$ cat src/rtl/wisc_pkg.sv
// Shared decode-stage definitions.
//   DATA_W      datapath / instruction / PC width
//   SEL_W       register-select width (8 GPRs)
//   NOP_INSTR   canonical no-operation encoding
//   sb_entry_t  scoreboard slot: {vld, sel} of an in-flight register write
//   sb_ctrl_t   scoreboard update command
//   stage_act_t per-cycle action chosen by the decode-stage priority logic
package wisc_pkg;

    localparam int DATA_W = 16;
    localparam int SEL_W  = 3;

    localparam logic [DATA_W-1:0] NOP_INSTR = 16'h0000;

    typedef struct packed {
        logic             vld;
        logic [SEL_W-1:0] sel;
    } sb_entry_t;

    // SB_DRAIN shifts the pipe forward while inserting an invalid slot,
    // used for both bubbles and flushes.
    typedef enum logic [1:0] {
        SB_HOLD,
        SB_DRAIN,
        SB_ADVANCE
    } sb_ctrl_t;

    typedef enum logic [1:0] {
        ACT_HOLD,
        ACT_FLUSH,
        ACT_BUBBLE,
        ACT_ISSUE
    } stage_act_t;

    function automatic logic sb_hit(input sb_entry_t e, input logic [SEL_W-1:0] r);
        return e.vld && (e.sel == r);
    endfunction

endpackage

$ cat src/rtl/id_hazard_stage_if.sv
// Decode-stage bus bundle.
//   Fetch side : if_valid, if_instr, if_pc in; if_stall out
//   Decoder    : id_instr out; dec_use_rs, dec_use_rt, dec_wen, dec_wsel in
//   rf_bypass  : read1regsel, read2regsel out; read1data, read2data in
//   Execute    : ex_stall, flush in; ex_valid, ex_pc, ex_instr, ex_rdata1,
//                ex_rdata2, ex_wen, ex_wsel out
// Modport slave is the decode stage itself; master is its environment.
interface id_hazard_stage_if;
    import wisc_pkg::*;

    logic              if_valid;
    logic [DATA_W-1:0] if_instr;
    logic [DATA_W-1:0] if_pc;
    logic              if_stall;

    logic              dec_use_rs;
    logic              dec_use_rt;
    logic              dec_wen;
    logic [SEL_W-1:0]  dec_wsel;
    logic [DATA_W-1:0] id_instr;

    logic [SEL_W-1:0]  read1regsel;
    logic [SEL_W-1:0]  read2regsel;
    logic [DATA_W-1:0] read1data;
    logic [DATA_W-1:0] read2data;

    logic              ex_stall;
    logic              flush;
    logic              ex_valid;
    logic [DATA_W-1:0] ex_pc;
    logic [DATA_W-1:0] ex_instr;
    logic [DATA_W-1:0] ex_rdata1;
    logic [DATA_W-1:0] ex_rdata2;
    logic              ex_wen;
    logic [SEL_W-1:0]  ex_wsel;

    modport slave (
        input  if_valid, if_instr, if_pc,
        output if_stall,
        input  dec_use_rs, dec_use_rt, dec_wen, dec_wsel,
        output id_instr,
        output read1regsel, read2regsel,
        input  read1data, read2data,
        input  ex_stall, flush,
        output ex_valid, ex_pc, ex_instr, ex_rdata1, ex_rdata2, ex_wen, ex_wsel
    );

    modport master (
        output if_valid, if_instr, if_pc,
        input  if_stall,
        output dec_use_rs, dec_use_rt, dec_wen, dec_wsel,
        input  id_instr,
        input  read1regsel, read2regsel,
        output read1data, read2data,
        output ex_stall, flush,
        input  ex_valid, ex_pc, ex_instr, ex_rdata1, ex_rdata2, ex_wen, ex_wsel
    );

endinterface

$ cat src/rtl/id_scoreboard.sv
// Two-entry write scoreboard tracking register producers in EX and MEM.
//   clk, rst   clock / synchronous active-low reset
//   i_ctrl     hold, drain (shift + insert invalid) or advance (shift + insert i_ins)
//   i_ins      entry entering the EX slot on advance
//   i_rs, i_rt source selects of the instruction in decode
//   o_hit_rs   i_rs matches a valid EX or MEM producer
//   o_hit_rt   i_rt matches a valid EX or MEM producer
module id_scoreboard
    import wisc_pkg::*;
(
    input  logic             clk,
    input  logic             rst,
    input  sb_ctrl_t         i_ctrl,
    input  sb_entry_t        i_ins,
    input  logic [SEL_W-1:0] i_rs,
    input  logic [SEL_W-1:0] i_rt,
    output logic             o_hit_rs,
    output logic             o_hit_rt
);

    sb_entry_t r_sb_ex;
    sb_entry_t r_sb_mem;

    always_ff @(posedge clk) begin
        if (!rst) begin
            r_sb_ex  <= '0;
            r_sb_mem <= '0;
        end else begin
            case (i_ctrl)
                SB_DRAIN: begin
                    r_sb_mem <= r_sb_ex;
                    r_sb_ex  <= '0;
                end
                SB_ADVANCE: begin
                    r_sb_mem <= r_sb_ex;
                    r_sb_ex  <= i_ins;
                end
                default: begin
                end
            endcase
        end
    end

    // WB producers are deliberately absent: rf_bypass forwards them.
    assign o_hit_rs = sb_hit(r_sb_ex, i_rs) | sb_hit(r_sb_mem, i_rs);
    assign o_hit_rt = sb_hit(r_sb_ex, i_rt) | sb_hit(r_sb_mem, i_rt);

endmodule

$ cat src/rtl/id_hazard_stage.sv
// Decode stage: IF/ID register, register-file read selects, RAW hazard
// detection against EX/MEM producers, and the ID/EX register.
//   clk, rst   clock / synchronous active-low reset
//   bus        id_hazard_stage_if.slave (fetch, decoder, rf_bypass, execute)
//   stall_cnt  saturating count of hazard-stall cycles
// Per-cycle priority: ex_stall (freeze) > flush > hazard (bubble) > issue.
module id_hazard_stage
    import wisc_pkg::*;
#(
    parameter int SCNT_W = 16
) (
    input  logic               clk,
    input  logic               rst,
    id_hazard_stage_if.slave   bus,
    output logic [SCNT_W-1:0]  stall_cnt
);

    logic              r_id_valid;
    logic [DATA_W-1:0] r_id_instr;
    logic [DATA_W-1:0] r_id_pc;

    logic              r_ex_valid;
    logic              r_ex_wen;
    logic [DATA_W-1:0] r_ex_pc;
    logic [DATA_W-1:0] r_ex_instr;
    logic [DATA_W-1:0] r_ex_rdata1;
    logic [DATA_W-1:0] r_ex_rdata2;
    logic [SEL_W-1:0]  r_ex_wsel;

    logic [SCNT_W-1:0] r_stall_cnt;

    logic [SEL_W-1:0]  w_rs;
    logic [SEL_W-1:0]  w_rt;
    logic              w_hit_rs;
    logic              w_hit_rt;
    logic              w_hazard;
    stage_act_t        w_act;
    sb_ctrl_t          w_sb_ctrl;
    sb_entry_t         w_sb_ins;

    assign w_rs = r_id_instr[10:8];
    assign w_rt = r_id_instr[7:5];

    assign w_hazard = r_id_valid & ((bus.dec_use_rs & w_hit_rs) |
                                    (bus.dec_use_rt & w_hit_rt));

    always_comb begin
        w_act = ACT_ISSUE;
        if (bus.ex_stall)
            w_act = ACT_HOLD;
        else if (bus.flush)
            w_act = ACT_FLUSH;
        else if (w_hazard)
            w_act = ACT_BUBBLE;
    end

    always_comb begin
        w_sb_ctrl = SB_ADVANCE;
        case (w_act)
            ACT_HOLD:               w_sb_ctrl = SB_HOLD;
            ACT_FLUSH, ACT_BUBBLE:  w_sb_ctrl = SB_DRAIN;
            default:                w_sb_ctrl = SB_ADVANCE;
        endcase
    end

    assign w_sb_ins.vld = r_id_valid & bus.dec_wen;
    assign w_sb_ins.sel = bus.dec_wsel;

    id_scoreboard u_sb (
        .clk      (clk),
        .rst      (rst),
        .i_ctrl   (w_sb_ctrl),
        .i_ins    (w_sb_ins),
        .i_rs     (w_rs),
        .i_rt     (w_rt),
        .o_hit_rs (w_hit_rs),
        .o_hit_rt (w_hit_rt)
    );

    // IF/ID: a flush only invalidates; the redirected fetch arrives later.
    always_ff @(posedge clk) begin
        if (!rst) begin
            r_id_valid <= 1'b0;
            r_id_instr <= '0;
            r_id_pc    <= '0;
        end else begin
            case (w_act)
                ACT_FLUSH: r_id_valid <= 1'b0;
                ACT_ISSUE: begin
                    r_id_valid <= bus.if_valid;
                    r_id_instr <= bus.if_instr;
                    r_id_pc    <= bus.if_pc;
                end
                default: begin
                end
            endcase
        end
    end

    // ID/EX: bubbles clear valid/wen and keep the stale payload.
    always_ff @(posedge clk) begin
        if (!rst) begin
            r_ex_valid  <= 1'b0;
            r_ex_wen    <= 1'b0;
            r_ex_pc     <= '0;
            r_ex_instr  <= '0;
            r_ex_rdata1 <= '0;
            r_ex_rdata2 <= '0;
            r_ex_wsel   <= '0;
        end else begin
            case (w_act)
                ACT_FLUSH, ACT_BUBBLE: begin
                    r_ex_valid <= 1'b0;
                    r_ex_wen   <= 1'b0;
                end
                ACT_ISSUE: begin
                    r_ex_valid  <= r_id_valid;
                    r_ex_wen    <= r_id_valid & bus.dec_wen;
                    r_ex_pc     <= r_id_pc;
                    r_ex_instr  <= r_id_instr;
                    r_ex_rdata1 <= bus.read1data;
                    r_ex_rdata2 <= bus.read2data;
                    r_ex_wsel   <= bus.dec_wsel;
                end
                default: begin
                end
            endcase
        end
    end

    always_ff @(posedge clk) begin
        if (!rst)
            r_stall_cnt <= '0;
        else if (w_act == ACT_BUBBLE && r_stall_cnt != '1)
            r_stall_cnt <= r_stall_cnt + 1'b1;
    end

    assign bus.if_stall    = w_hazard | bus.ex_stall;
    assign bus.id_instr    = r_id_instr;
    assign bus.read1regsel = w_rs;
    assign bus.read2regsel = w_rt;
    assign bus.ex_valid    = r_ex_valid;
    assign bus.ex_wen      = r_ex_wen;
    assign bus.ex_pc       = r_ex_pc;
    assign bus.ex_instr    = r_ex_instr;
    assign bus.ex_rdata1   = r_ex_rdata1;
    assign bus.ex_rdata2   = r_ex_rdata2;
    assign bus.ex_wsel     = r_ex_wsel;
    assign stall_cnt       = r_stall_cnt;

endmodule

$ cat src/flat_wrapper.sv
// flat-port wrapper written by rule: the top's interface ports become plain ports
module id_hazard_stage_flat import wisc_pkg::*;
#(
    parameter int SCNT_W = 16
)
  (clk, rst, stall_cnt, bus_if_valid, bus_if_instr, bus_if_pc, bus_if_stall, bus_dec_use_rs, bus_dec_use_rt, bus_dec_wen, bus_dec_wsel, bus_id_instr, bus_read1regsel, bus_read2regsel, bus_read1data, bus_read2data, bus_ex_stall, bus_flush, bus_ex_valid, bus_ex_pc, bus_ex_instr, bus_ex_rdata1, bus_ex_rdata2, bus_ex_wen, bus_ex_wsel);
  id_hazard_stage_if bus_i ();
  input  logic clk;
  input  logic rst;
  output logic [SCNT_W-1:0] stall_cnt;
  input wire logic [$bits(bus_i.if_valid)-1:0] bus_if_valid;
  input wire logic [$bits(bus_i.if_instr)-1:0] bus_if_instr;
  input wire logic [$bits(bus_i.if_pc)-1:0] bus_if_pc;
  output wire logic [$bits(bus_i.if_stall)-1:0] bus_if_stall;
  input wire logic [$bits(bus_i.dec_use_rs)-1:0] bus_dec_use_rs;
  input wire logic [$bits(bus_i.dec_use_rt)-1:0] bus_dec_use_rt;
  input wire logic [$bits(bus_i.dec_wen)-1:0] bus_dec_wen;
  input wire logic [$bits(bus_i.dec_wsel)-1:0] bus_dec_wsel;
  output wire logic [$bits(bus_i.id_instr)-1:0] bus_id_instr;
  output wire logic [$bits(bus_i.read1regsel)-1:0] bus_read1regsel;
  output wire logic [$bits(bus_i.read2regsel)-1:0] bus_read2regsel;
  input wire logic [$bits(bus_i.read1data)-1:0] bus_read1data;
  input wire logic [$bits(bus_i.read2data)-1:0] bus_read2data;
  input wire logic [$bits(bus_i.ex_stall)-1:0] bus_ex_stall;
  input wire logic [$bits(bus_i.flush)-1:0] bus_flush;
  output wire logic [$bits(bus_i.ex_valid)-1:0] bus_ex_valid;
  output wire logic [$bits(bus_i.ex_pc)-1:0] bus_ex_pc;
  output wire logic [$bits(bus_i.ex_instr)-1:0] bus_ex_instr;
  output wire logic [$bits(bus_i.ex_rdata1)-1:0] bus_ex_rdata1;
  output wire logic [$bits(bus_i.ex_rdata2)-1:0] bus_ex_rdata2;
  output wire logic [$bits(bus_i.ex_wen)-1:0] bus_ex_wen;
  output wire logic [$bits(bus_i.ex_wsel)-1:0] bus_ex_wsel;
  assign bus_i.if_valid = bus_if_valid;
  assign bus_i.if_instr = bus_if_instr;
  assign bus_i.if_pc = bus_if_pc;
  assign bus_if_stall = bus_i.if_stall;
  assign bus_i.dec_use_rs = bus_dec_use_rs;
  assign bus_i.dec_use_rt = bus_dec_use_rt;
  assign bus_i.dec_wen = bus_dec_wen;
  assign bus_i.dec_wsel = bus_dec_wsel;
  assign bus_id_instr = bus_i.id_instr;
  assign bus_read1regsel = bus_i.read1regsel;
  assign bus_read2regsel = bus_i.read2regsel;
  assign bus_i.read1data = bus_read1data;
  assign bus_i.read2data = bus_read2data;
  assign bus_i.ex_stall = bus_ex_stall;
  assign bus_i.flush = bus_flush;
  assign bus_ex_valid = bus_i.ex_valid;
  assign bus_ex_pc = bus_i.ex_pc;
  assign bus_ex_instr = bus_i.ex_instr;
  assign bus_ex_rdata1 = bus_i.ex_rdata1;
  assign bus_ex_rdata2 = bus_i.ex_rdata2;
  assign bus_ex_wen = bus_i.ex_wen;
  assign bus_ex_wsel = bus_i.ex_wsel;
  id_hazard_stage #(.SCNT_W(SCNT_W)) u_core (.clk(clk), .rst(rst), .bus(bus_i), .stall_cnt(stall_cnt));
endmodule
$ cat config.mk
export PLATFORM = sky130hd
export DESIGN_NAME = id_hazard_stage_flat
export DESIGN_NICKNAME = d
export VERILOG_FILES = /design/src/rtl/wisc_pkg.sv /design/src/rtl/id_hazard_stage_if.sv /design/src/rtl/id_scoreboard.sv /design/src/rtl/id_hazard_stage.sv /design/src/flat_wrapper.sv
export SDC_FILE = /design/constraint.sdc
export NUM_CORES = 1
export LEC_CHECK = 0
export ABC_CLOCK_PERIOD_IN_PS = 3750
export CAP_MARGIN = 20
export CORE_MARGIN = 4
export CORE_UTILIZATION = 35
export CTS_CLUSTER_SIZE = 14
export DETAILED_ROUTE_END_ITERATION = 12
export GPL_ROUTABILITY_DRIVEN = 0
export GPL_TIMING_DRIVEN = 0
export HOLD_SLACK_MARGIN = 0.06
export PLACE_DENSITY = 0.66
export SYNTH_ARGS = -nofsm -noshare
export SYNTH_HDL_FRONTEND = slang
export SYNTH_SLANG_ARGS = --single-unit
$ cat constraint.sdc
create_clock -name clk -period 3.75 [get_ports clk]
set_clock_uncertainty 0.15 [all_clocks]
set_input_delay 1.125 -clock clk [delete_from_list [all_inputs] [get_ports clk]]
set_output_delay 1.125 -clock clk [all_outputs]
set_load 0.01 [all_outputs]
* Word level (Yosys, flattened, before mapping)
Cells that the tools add are included.
Storage, ports and cells: bits of input ports 75, register bits 126, word-level logic and storage cells 53
Cells by class: bitwise operators 8, add/subtract/negate cells 1, reduce and logical (&&, ||, !) cells 11, equality and inequality tests 10, mux-type cells 8
Operator list (number):
- $add A16 B1 Y16 const B | 1
- $ne A16 B16 Y1 const B | 1
- $eq A3 B3 Y1 | 4
- $pmux W4 S2 | 1
- $eq A2 B2 Y1 const B | 3
- $pmux W1 S2 | 3
- $reduce_bool A2 Y1 | 3
- $logic_and A1 B1 Y1 | 5
- $and A1 B1 Y1 | 4
- $eq A2 B1 Y1 const B | 2
- $mux W2 | 2
- $or A1 B1 Y1 | 4
- $pmux W2 S2 | 1
- $reduce_or A2 Y1 | 2
- $logic_not A2 Y1 | 1
- $mux W1 | 1

* Logic depth before layout (Yosys ltp)
depth in word-level cells 14, gate-level depth with buffers 9, gate-level depth less buffers 7

* By module
A second synthesis with hierarchy kept.
Unflattened totals: cell total of the unflattened synthesis 494, area total of the unflattened synthesis 4978.5 µm²
By module, submodules not included:
- id_hazard_stage | cells an instance 448, instances 1, area an instance 4519.3 µm²
- id_scoreboard | cells an instance 46, instances 1, area an instance 459.2 µm²

* Worst setup path before layout
Ideal clock, no wire load.
path kind input to output, start point in bus_ex_stall, end point out bus_if_stall, data arrival time 1.925 ns, required time 2.475 ns, setup slack 0.550 ns, cell stages on the path 3, cell sequence clkbuf_1 > clkbuf_1 > or3_1
On the way: cells in the longest elaborated chain, start to end 1
RTL lines:
- from (decl) | line flat_wrapper.sv:24 | input wire logic [$bits(bus_i.ex_stall)-1:0] bus_ex_stall;
- $or A1 B1 Y1 | line id_hazard_stage.sv:138 | assign bus.if_stall = w_hazard | bus.ex_stall;
- to (decl) | line flat_wrapper.sv:14 | output wire logic [$bits(bus_i.if_stall)-1:0] bus_if_stall;
Every way passes these cells.

* Worst setup path after layout
start point in bus_dec_use_rs, end point out bus_if_stall
On the way: cells in the longest elaborated chain, start to end 4
RTL lines:
- from (decl) | line flat_wrapper.sv:15 | input wire logic [$bits(bus_i.dec_use_rs)-1:0] bus_dec_use_rs;
- $and A1 B1 Y1 | line id_hazard_stage.sv:44 | assign w_hazard = r_id_valid & ((bus.dec_use_rs & w_hit_rs) |
- $or A1 B1 Y1 | line id_hazard_stage.sv:44
- $and A1 B1 Y1 | line id_hazard_stage.sv:44
- $or A1 B1 Y1 | line id_hazard_stage.sv:138
Every way passes these cells.

==> results.txt <==
status -> finished clean
Hold Path Origin -> u_core.bus.ex_rdata2[12]$_SDFFE_PN0N_
Multi-input gate area -> 0.00217 mm²
max-cap violation count -> 0
initial antenna violation count -> 0
Residual DRC -> 0
Sum Neg Setup Slack -> 0 ps
H-tree levels -> 4
core area -> 0.0139 mm²
register area share after synthesis -> 0.505
final setup margin -> 143 ps
hold-critical path depth -> 2
total wire length -> 16.7 mm
largest net degree at the start of global routing -> 17
Total GRT Usage -> 0.208
Inserted Clock Buffers -> 17
Static Leak -> 2.55 nW
most used flip-flop cell after synthesis -> dfxtp_1
setup violators final -> 0
RSZ-0062 raised after global routing -> false
Synth area leader -> dfxtp_1
WL/cell -> 16.9 µm
reg-to-reg slack, setup -> 950 ps
arrival time at the worst endpoint -> 2330 ps
Final Cycle Share -> 0.962
Starting Density -> 0.357
die extent in x -> 127 µm
Final Cell Area -> 0.00751 mm²
reg2reg path depth -> 10
P_sw -> 732 µW
WS Path Type -> in -> out
Core Util, Final -> 0.541
fin crit period -> 3610 ps
critical path data required time -> 2470 ps
Max clock buf depth -> 2
final antenna-violating net count -> 0
Cell Area, Placed -> 0.00698 mm²
Final Hold Slack -> 304 ps
die height -> 127 µm
number of synthesized flops with an enable pin -> 0
Slew Viols, Final -> 0
Root Buffer -> clkbuf_16
vias -> 5,117
syn nets -> 677
FF-to-FF Start -> u_core.bus.id_instr[10]$_SDFFE_PN0N_
Iter 0 DRT Violations -> 372
Sw Ratio -> 0.232
clk_lat worst skew -> 410 ps
post-synthesis area per instance -> 8.24 µm²
P&R area growth vs syn -> 51.7%
Worst Path Max Fanout -> 2
Fmax -> 277 MHz
Final Hold Violating Endpoints -> 0
number of global-route vias before repair -> 5,167
clock sinks -> 125
Worst Tran Pin Value -> 630 ps
share of cells above drive strength 1 -> 0.0667
count of filler cells inserted in the layout -> 1,292
synthesized flop and latch total -> 125
async set-reset flop share out of synthesis -> 0
CTS tree -> built
clock slew at reported path FFs -> 50 ps
first-pass GRT wire length -> 26.6 mm
post-synth top area share -> 0.505
Slew headroom -> 0.580
HPWL after detailed placement -> 12.2 mm
IO Port Bufs -> 180
Top Ports -> 183
Rows -> 43
hold_buf cts -> 0
GR Overflow Total -> 0
nets@finish -> 878
Vias/cell -> 5.17
sequential share of power -> 0.447
Pwr Density -> 419 mW/mm²
placed insts -> 961
Synth cell types -> 35
min-delay worst type -> reg -> reg
pre-CTS WS -> -270 ps
ant diodes -> 0
largest cells by area after synthesis -> dfxtp_1 (51%), o21ai_0 (11%), nand3_1 (11%), nand2_1 (8.6%), clkbuf_1 (2.7%)
synth warn -> 0
fin cells -> 990
internal power -> 2.42 mW
CP startpoint kind -> primary input
DRT Pass-1 Iters -> 5
Cells after Synth -> 601
Max VDD drop -> 0.311 mV
mapped cell area -> 0.00495 mm²
WHS Endpoint -> u_core.bus.ex_rdata2[12]$_SDFFE_PN0N_
full die area -> 0.0161 mm²
Power, Total -> 3.15 mW
area occupied by registers -> 0.00250 mm²
clock network power share -> 0.449
logic gate share of total power -> 0.104
worst reg2reg endpoint -> u_core.u_sb.r_sb_ex[3]$_SDFFE_PN0P_
Worst setup EP type -> primary output
how the worst max path moves through the flow:
stage / end / cells past startpoint / start
floorplan: bus_if_stall / 3 / bus_ex_stall
global placement: bus_if_stall / 5 / bus_dec_use_rs
detailed placement: bus_if_stall / 5 / bus_dec_use_rt
CTS: bus_if_stall / 5 / bus_dec_use_rs
global route: bus_if_stall / 5 / bus_dec_use_rt
finish: bus_if_stall / 5 / bus_dec_use_rs
metal layers:
layer  up-vias  wire [µm]  part of all wire  track usage
li1       2478          -                 -            -
met1      2458       7000              0.42        0.246
met2       163       8030              0.48        0.342
met3        18       1490             0.089       0.0973
met4         0        197             0.012       0.0492
met5         -          0                 0            0
cell families (layout without fill, tap and decap cells):
group	after synthesis	count (layout)	synth area share
and+or+nand+nor	265	265	0.250
buffers and inverters	60	269	0.0616
DFF	125	125	0.505
muxes	5	5	0.0101
xor gates and xnor gates	13	13	0.0230
adders and majority gates	1	1	0.00253
AOI/OAI and AO/OA	132	132	0.147
cells in the mapped netlist (3+ instances only):
cell type  count
o21ai_0      112
clkbuf_1      35
nand3_1      111
inv_1          3
buf_4         15
mux2i_1        5
nor3_1         3
nor2_1         3
nand4_1        8
a21boi_1      11
or3_1         12
dfxtp_1      125
buf_2          4
nand2_1      114
nor2b_1        6
xnor2_1       13
critical path, stage by stage:
cell,delay [ps]
clkdlybuf4s50_1,420
nand2_1,130
a21oi_4,40
or3_1,330
dlygate4sd2_1,290
cell usage in the layout, fill, tap and decap left out, types with 4 or more instances in the layout:
cell type          n
nand3_1          111
buf_2              4
mux2i_1            5
a21boi_1          11
dfxtp_1          125
clkdlybuf4s50_1  179
nor2b_1            6
buf_4             17
or3_1             12
clkbuf_16         17
xnor2_1           13
nand2_1          114
nand4_1            8
clkbuf_1          38
o21ai_0          112
registers in the layout (all words and copies together), names as in the netlist:
register,flops
u_core.bus.ex_valid,1
u_core.bus.ex_rdata2,16
u_core.bus.ex_pc,16
u_core.u_sb.r_sb_mem,4
u_core.r_id_pc,16
u_core.bus.ex_instr,16
u_core.bus.ex_wsel,3
u_core.bus.ex_rdata1,16
u_core.stall_cnt,16
u_core.u_sb.r_sb_ex,4
u_core.bus.id_instr,16
u_core.r_id_valid,1
power by group through the flow:
stage | Combinational (mW) | Sequential, mW | Clock (mW)
after global placement | 0.322 | 1.43 | 0
after floorplan | 0.116 | 1.44 | 0
after CTS | 0.329 | 1.41 | 1.43
after global routing | 0.356 | 1.41 | 1.50
final | 0.328 | 1.41 | 1.42
after detailed placement | 0.327 | 1.43 | 0
area by class of cell:
cell class | instances | area share
repair buffers | 182 | 0.242
flip-flops and latches | 125 | 0.333
clock buffers | 24 | 0.0641
clock inverters | 3 | 0.00200
plain buffers | 57 | 0.0393
inverters | 3 | 0.00150
well taps | 180 | 0.0300
multi-input cells | 416 | 0.288
timing repair:
item                       4_1_cts  5_1_grt
gates resized for setup          6        0
setup endpoints to repair        1        0
buffers inserted                 2        0
Power figures use the tool's default switching activity.
==> variant 1 (config.mk and constraints unchanged) <==
Set the package constant `DATA_W` to 32 (it was 16).
--- a/src/rtl/wisc_pkg.sv
+++ b/src/rtl/wisc_pkg.sv
@@ -7,7 +7,7 @@
 //   stage_act_t per-cycle action chosen by the decode-stage priority logic
 package wisc_pkg;
 
-    localparam int DATA_W = 16;
+    localparam int DATA_W = 32;
     localparam int SEL_W  = 3;
 
     localparam logic [DATA_W-1:0] NOP_INSTR = 16'h0000;
Ports: changed (9 resized); port bits go from 183 to 327. No check against the original RTL was run, so the function may have changed too.
==> variant 1 against the unedited design <==
  * First-iteration DRC count up 41%
  * Register-to-register slack better by 0.09 ns
  * Design area up 71%
  * Worst setup slack better by 0.16 ns
  * Highest routed layer is now met5
  * Critical endpoint unchanged
  * Sequential cell count up 96
  * Fmax up 4.7%
  * Total power up 72%
  * Sequential share of layout area up 1.1 points
  * Count of clock-buffer cells in the layout up 12
  * Largest power group is now registers
  * Wire length up 83%
  * Final cell count up 72%
  * Clock power up 64%
  * Area after synthesis up 70%
  * Global-route usage up 1.1 points
==> variant 1: results (changes against the unedited design) <==
metric,value,unit,change
met2 wire length,14.4,mm,+80%
clock group power,0.00233,W,+64%
placed cell areas,12000,sq um,+73%
initial antenna violation count,2,,+2
Num CTS Buffers,25,,+8
Leakage,4.44,nW,+74%
max layer used,met5,,
Post-Route M1 WL,12.4,mm,+77%
met1 usage,0.261,,+0.0147
DRT Wirelength,30.7,mm,+83%
first-pass GRT wire length,46.5,mm,+75%
vias in the first global route,8346,,+62%
met3 WL,3.14,mm,+110%
multiplexer area fraction after synthesis,0.0179,,+0.00777
maximum vdd drop,0.000299,V,-3.8%
Resize count post-CTS,5,,-1
Clock Latency Late Sink,0.51,ns,+0.10 ns
fraction of layout cells with a size suffix above 1,0.0620,,-0.00466
"Seq/Total Area, Yosys",0.527,,+0.0216
worst-margin pin slew,0.968,ns,+0.338 ns
Vias/cell,5.00,,-3.3%
CP max FO,2,,unchanged
Unique masters post-synth,38,,+8.6%
adder-cell area share of the yosys netlist,0.00149,,-0.00104
dpl cells,1664,,+73%
Crit path largest cell delay,0.40,ns,-0.02 ns
run status,finished clean,,
setup bufs post-CTS,1,,-1
Mapped Cells,1020,,+70%
Critical Path AT,2.17,ns,-0.16 ns
Area contributors post-synth,"dfxtp_1 (53%), nand3_1 (12%), nand2_1 (9.3%)",,
Initial DRC Count,523,,+41%
clk buf depth,3,,+1
met3 Usage GRT,0.0807,,-0.0165
M2 GR Usage,0.375,,+0.0321
gr usage total,0.218,,+0.0108
DRT Pass-1 Iters,5,,unchanged
Root Buffer,clkbuf_16,,
dpl hpwl,22.7,mm,+86%
"top cells by count, synth","dfxtp_1 (221), nand2_1 (209), nand3_1 (197)",,
XOR/XNOR Fraction of Synth Area,0.0125,,-0.0105
port bufs,325,,+81%
Post-Syn Nets,1160,,+71%
comb pwr,0.000615,W,+87%
Synth Area in Compound Gates,0.135,,-0.0123
fin nets,1513,,+72%
H-Tree Depth,1,,-3
largest net degree at the start of global routing,13,,-4
[variant 1: cell types whose count changed after synthesis, moves of 11 or more]
cell      delta
dfxtp_1     +96
nand3_1     +86
o21ai_1    +119
clkbuf_1    +18
a21boi_1    -11
nand2_1     +95
o21ai_0     -39
[variant 1: cells by family (layout without fill, tap and decap cells)]
logic type	Yosys count	after routing
AND/OR/NAND/NOR	452	452
flip-flops	221	221
AO/OA/AOI/OAI	217	217
buffers and inverters	102	469
multiplexers	15	15
XOR/XNOR	12	12
adder cells (fa/ha/maj)	1	1
[variant 1: path summary, 6_finish.rpt]
| path | startpoint | endpoint | slack [ns] | cells after the start |
|---|---|---|---|---|
| hold reg to reg | u_core.bus.ex_instr[23] | u_core.bus.ex_instr[23] | 0.29 | 2 |
| setup / recovery | bus_dec_use_rt | bus_if_stall | 0.31 | 5 |
| hold / removal | u_core.bus.ex_instr[23] | u_core.bus.ex_instr[23] | 0.29 | 2 |
| setup reg to reg | u_core.bus.id_instr[6] | u_core.bus.id_instr[24] | 1.04 | 8 |
[variant 1: area by class of cell]
| type | instances | area, sq um |
|---|---|---|
| Multi-Input combinational cell | 697 | 3490 |
| Sequential cell | 221 | 4420 |
| Fill cell | 2216 | 10700 |
| Inverter | 5 | 18.8 |
| Timing Repair Buffer | 326 | 3260 |
| Clock buffer | 36 | 717 |
| Tap cell | 319 | 399 |
| Clock inverter | 5 | 50.0 |
| Buffer | 97 | 480 |
[variant 1: through the flow]
stage                     hold WS (ns)  setup slack, ns  utilization
after global routing             0.316            0.270        0.545
final                            0.294            0.306        0.545
after global placement           0.285           -0.183        0.512
after detailed placement         0.289           -0.200        0.512
after floorplan                  0.279            0.842            -
after CTS                        0.298          0.00258        0.545
==> variant 2 (config.mk and constraints unchanged) <==
Without the edit above. Register the output `stall_cnt` once more, cleared by the reset; this adds one clock of latency there. The other outputs are not delayed to match. Comments in the files are not updated.
--- a/src/rtl/id_hazard_stage.sv
+++ b/src/rtl/id_hazard_stage.sv
@@ -146,7 +146,13 @@
     assign bus.ex_rdata1   = r_ex_rdata1;
     assign bus.ex_rdata2   = r_ex_rdata2;
     assign bus.ex_wsel     = r_ex_wsel;
-    assign stall_cnt       = r_stall_cnt;
+    always_ff @(posedge clk) begin
+        if (!rst) begin
+            stall_cnt <= '0;
+        end else begin
+            stall_cnt <= r_stall_cnt;
+        end
+    end
 
 endmodule
 
Check against the original RTL: not equivalent (Yosys sat finds a counterexample within 4 cycles, from zero or initial values and one cycle with rst low).
==> variant 2 against the unedited design <==
  * Clock power grew 16%
  * Combinational power shrank 5%
  * Wire length shrank 9.1%
  * Fmax shrank 2.5%
  * Register-to-register slack gained 0.36 ns
  * First-iteration DRC count shrank 3.2%
  * Sequential power grew 11%
  * Area after synthesis grew 3.2%
  * Design area grew 3.0%
  * Total power grew 12%
  * Worst setup slack lost 0.094 ns
  * Critical path depth is the same
  * Sequential cell count grew 16
  * Critical path type unchanged
  * Largest cell class unchanged
==> variant 2: results (changes against the unedited design) <==
metric,value,unit,change
run status,finished clean,,
"top cells by count, synth","nand2_1 (182), dfxtp_1 (141), a21oi_1 (89)",,
register-to-register setup slack,1.31,ns,+0.36 ns
R2R Path Start,u_core.bus.id_instr[5],,
CTS clock-pin slew for the worst setup and hold paths,0.06,ns,
XOR/XNOR Fraction of Synth Area,0.0223,,-0.000720
port bufs,181,,+0.56%
dpl cells,975,,+1.5%
hold path startpoint,u_core.bus.ex_rdata1[8],,
Crit path largest cell delay,0.45,ns,+0.03 ns
YS warnings,0,,unchanged
critical path capture point type,output port,,
fin nets,890,,+1.4%
first-pass GRT wire length,23.6,mm,-11%
gr usage total,0.181,,-0.0263
vias in the first global route,4837,,-6.4%
largest net degree at the start of global routing,17,,unchanged
Finished Layout Cells,1005,,+1.5%
CP max FO,3,,+1
type of the tightest min-delay check,flip-flop to flip-flop,,
# fillers,1298,,+0.46%
Initial DRC Count,360,,-3.2%
Post-synth ARST share,0,,unchanged
Clock Latency Late Sink,0.41,ns,about the same
Mapped Cells,614,,+2.2%
initial antenna violation count,0,,unchanged
Hold Path Depth,2,,unchanged
Area contributors post-synth,"dfxtp_1 (55%), nand2_1 (13%), a21oi_1 (8.7%)",,
Critical Path AT,2.43,ns,+0.10 ns
met3 Usage GRT,0.0639,,-0.0333
"Seq/Total Area, Yosys",0.552,,+0.0468
setup bufs post-CTS,0,,-2
via total after detailed routing,4930,,-3.7%
H-Tree Depth,4,,unchanged
worst hold margin,0.303,ns,-0.000902 ns
Hold Path End,u_core.bus.ex_rdata1[8],,
worst-margin pin slew,0.574,ns,-0.0566 ns
pre-CTS setup slack,-0.153,ns,+0.117 ns
met1 usage,0.211,,-0.0347
depth of the most critical reg-to-reg path,8,,-2
multiplexer area fraction after synthesis,0.0255,,+0.0153
dpl hpwl,11.5,mm,-6.0%
fraction of layout cells with a size suffix above 1,0.0606,,-0.00606
GRT Residual Overflow,0,,unchanged
critical path's slowest cell,clkdlybuf4s50_1,,
Num CTS Buffers,17,,unchanged
maximum vdd drop,0.000300,V,-3.6%
placed cell areas,7150,sq um,+2.4%
Root Buffer,clkbuf_16,,
M2 GR Usage,0.295,,-0.0470
Leakage,2.72,nW,+6.8%
Unique masters post-synth,31,,-11%
r2r endpoint,u_core.bus.ex_instr[7],,
Synth Area in Compound Gates,0.125,,-0.0217
adder-cell area share of the yosys netlist,0.00245,,-0.0000791
antenna fix cells,0,,unchanged
DRT Pass-1 Iters,5,,unchanged
Post-Syn Nets,690,,+1.9%
DRT Wirelength,15.2,mm,-9.1%
Most used DFF post-synth,dfxtp_1,,
-- variant 2: cell types whose count changed after synthesis, sizes merged, moves of 11 or more --
cell,change
a21oi,+87
nor2,+18
dfxtp,+16
a21boi,-11
and2,+13
nand3,-84
o21ai,-87
nand2,+68
-- variant 2: worst max-delay path, delay by kind of cell --
family | cells | cell delay, ns
buffers and inverters | 2 | 0.75
AOI/OAI and AO/OA | 1 | 0.05
and+or+nand+nor | 2 | 0.50
-- variant 2: power by group --
group / total (W) / switching, W / internal [W]
Combinational: 0.000311 / 0.000144 / 0.000166
Clock: 0.00165 / 0.000595 / 0.00106
Sequential: 0.00157 / 0.0000304 / 0.00154
Total: 0.00353 / 0.000770 / 0.00276
-- variant 2: how the worst max path moves through the flow --
stage	startpoint	to	slack, ns
4_1_cts	bus_dec_use_rs	bus_if_stall	0.07
3_5_place_dp	bus_dec_use_rt	bus_if_stall	-0.15
2_1_floorplan	bus_dec_use_rs	bus_if_stall	0.84
3_3_place_gp	bus_dec_use_rs	bus_if_stall	-0.16
5_1_grt	bus_dec_use_rs	bus_if_stall	0.03
6_report	bus_dec_use_rs	bus_if_stall	0.05
-- variant 2: cell type report --
class	count	area, sq um	share of cell area
sequential	141	2820	0.365
multi-input combinational	423	2070	0.268
timing repair buffer	181	1810	0.234
clock buffer	24	502	0.0648
tap	180	225	0.0291
buffer	46	209	0.0270
clock inverter	6	83.8	0.0108
inverter	4	15.0	0.00194
-- variant 2: layer usage --
| layer | vias up | routed length [um] |
|---|---|---|
| li1 | 2443 | - |
| met1 | 2290 | 6230 |
| met2 | 167 | 7320 |
| met3 | 30 | 1200 |
| met4 | 0 | 451 |
| met5 | - | 0 |
-- variant 2: timing repair --
item / in CTS / in global routing
endpoints found under the setup margin: 1 / 0
resized for setup: 3 / 0
hold endpoints to repair: 0 / 0
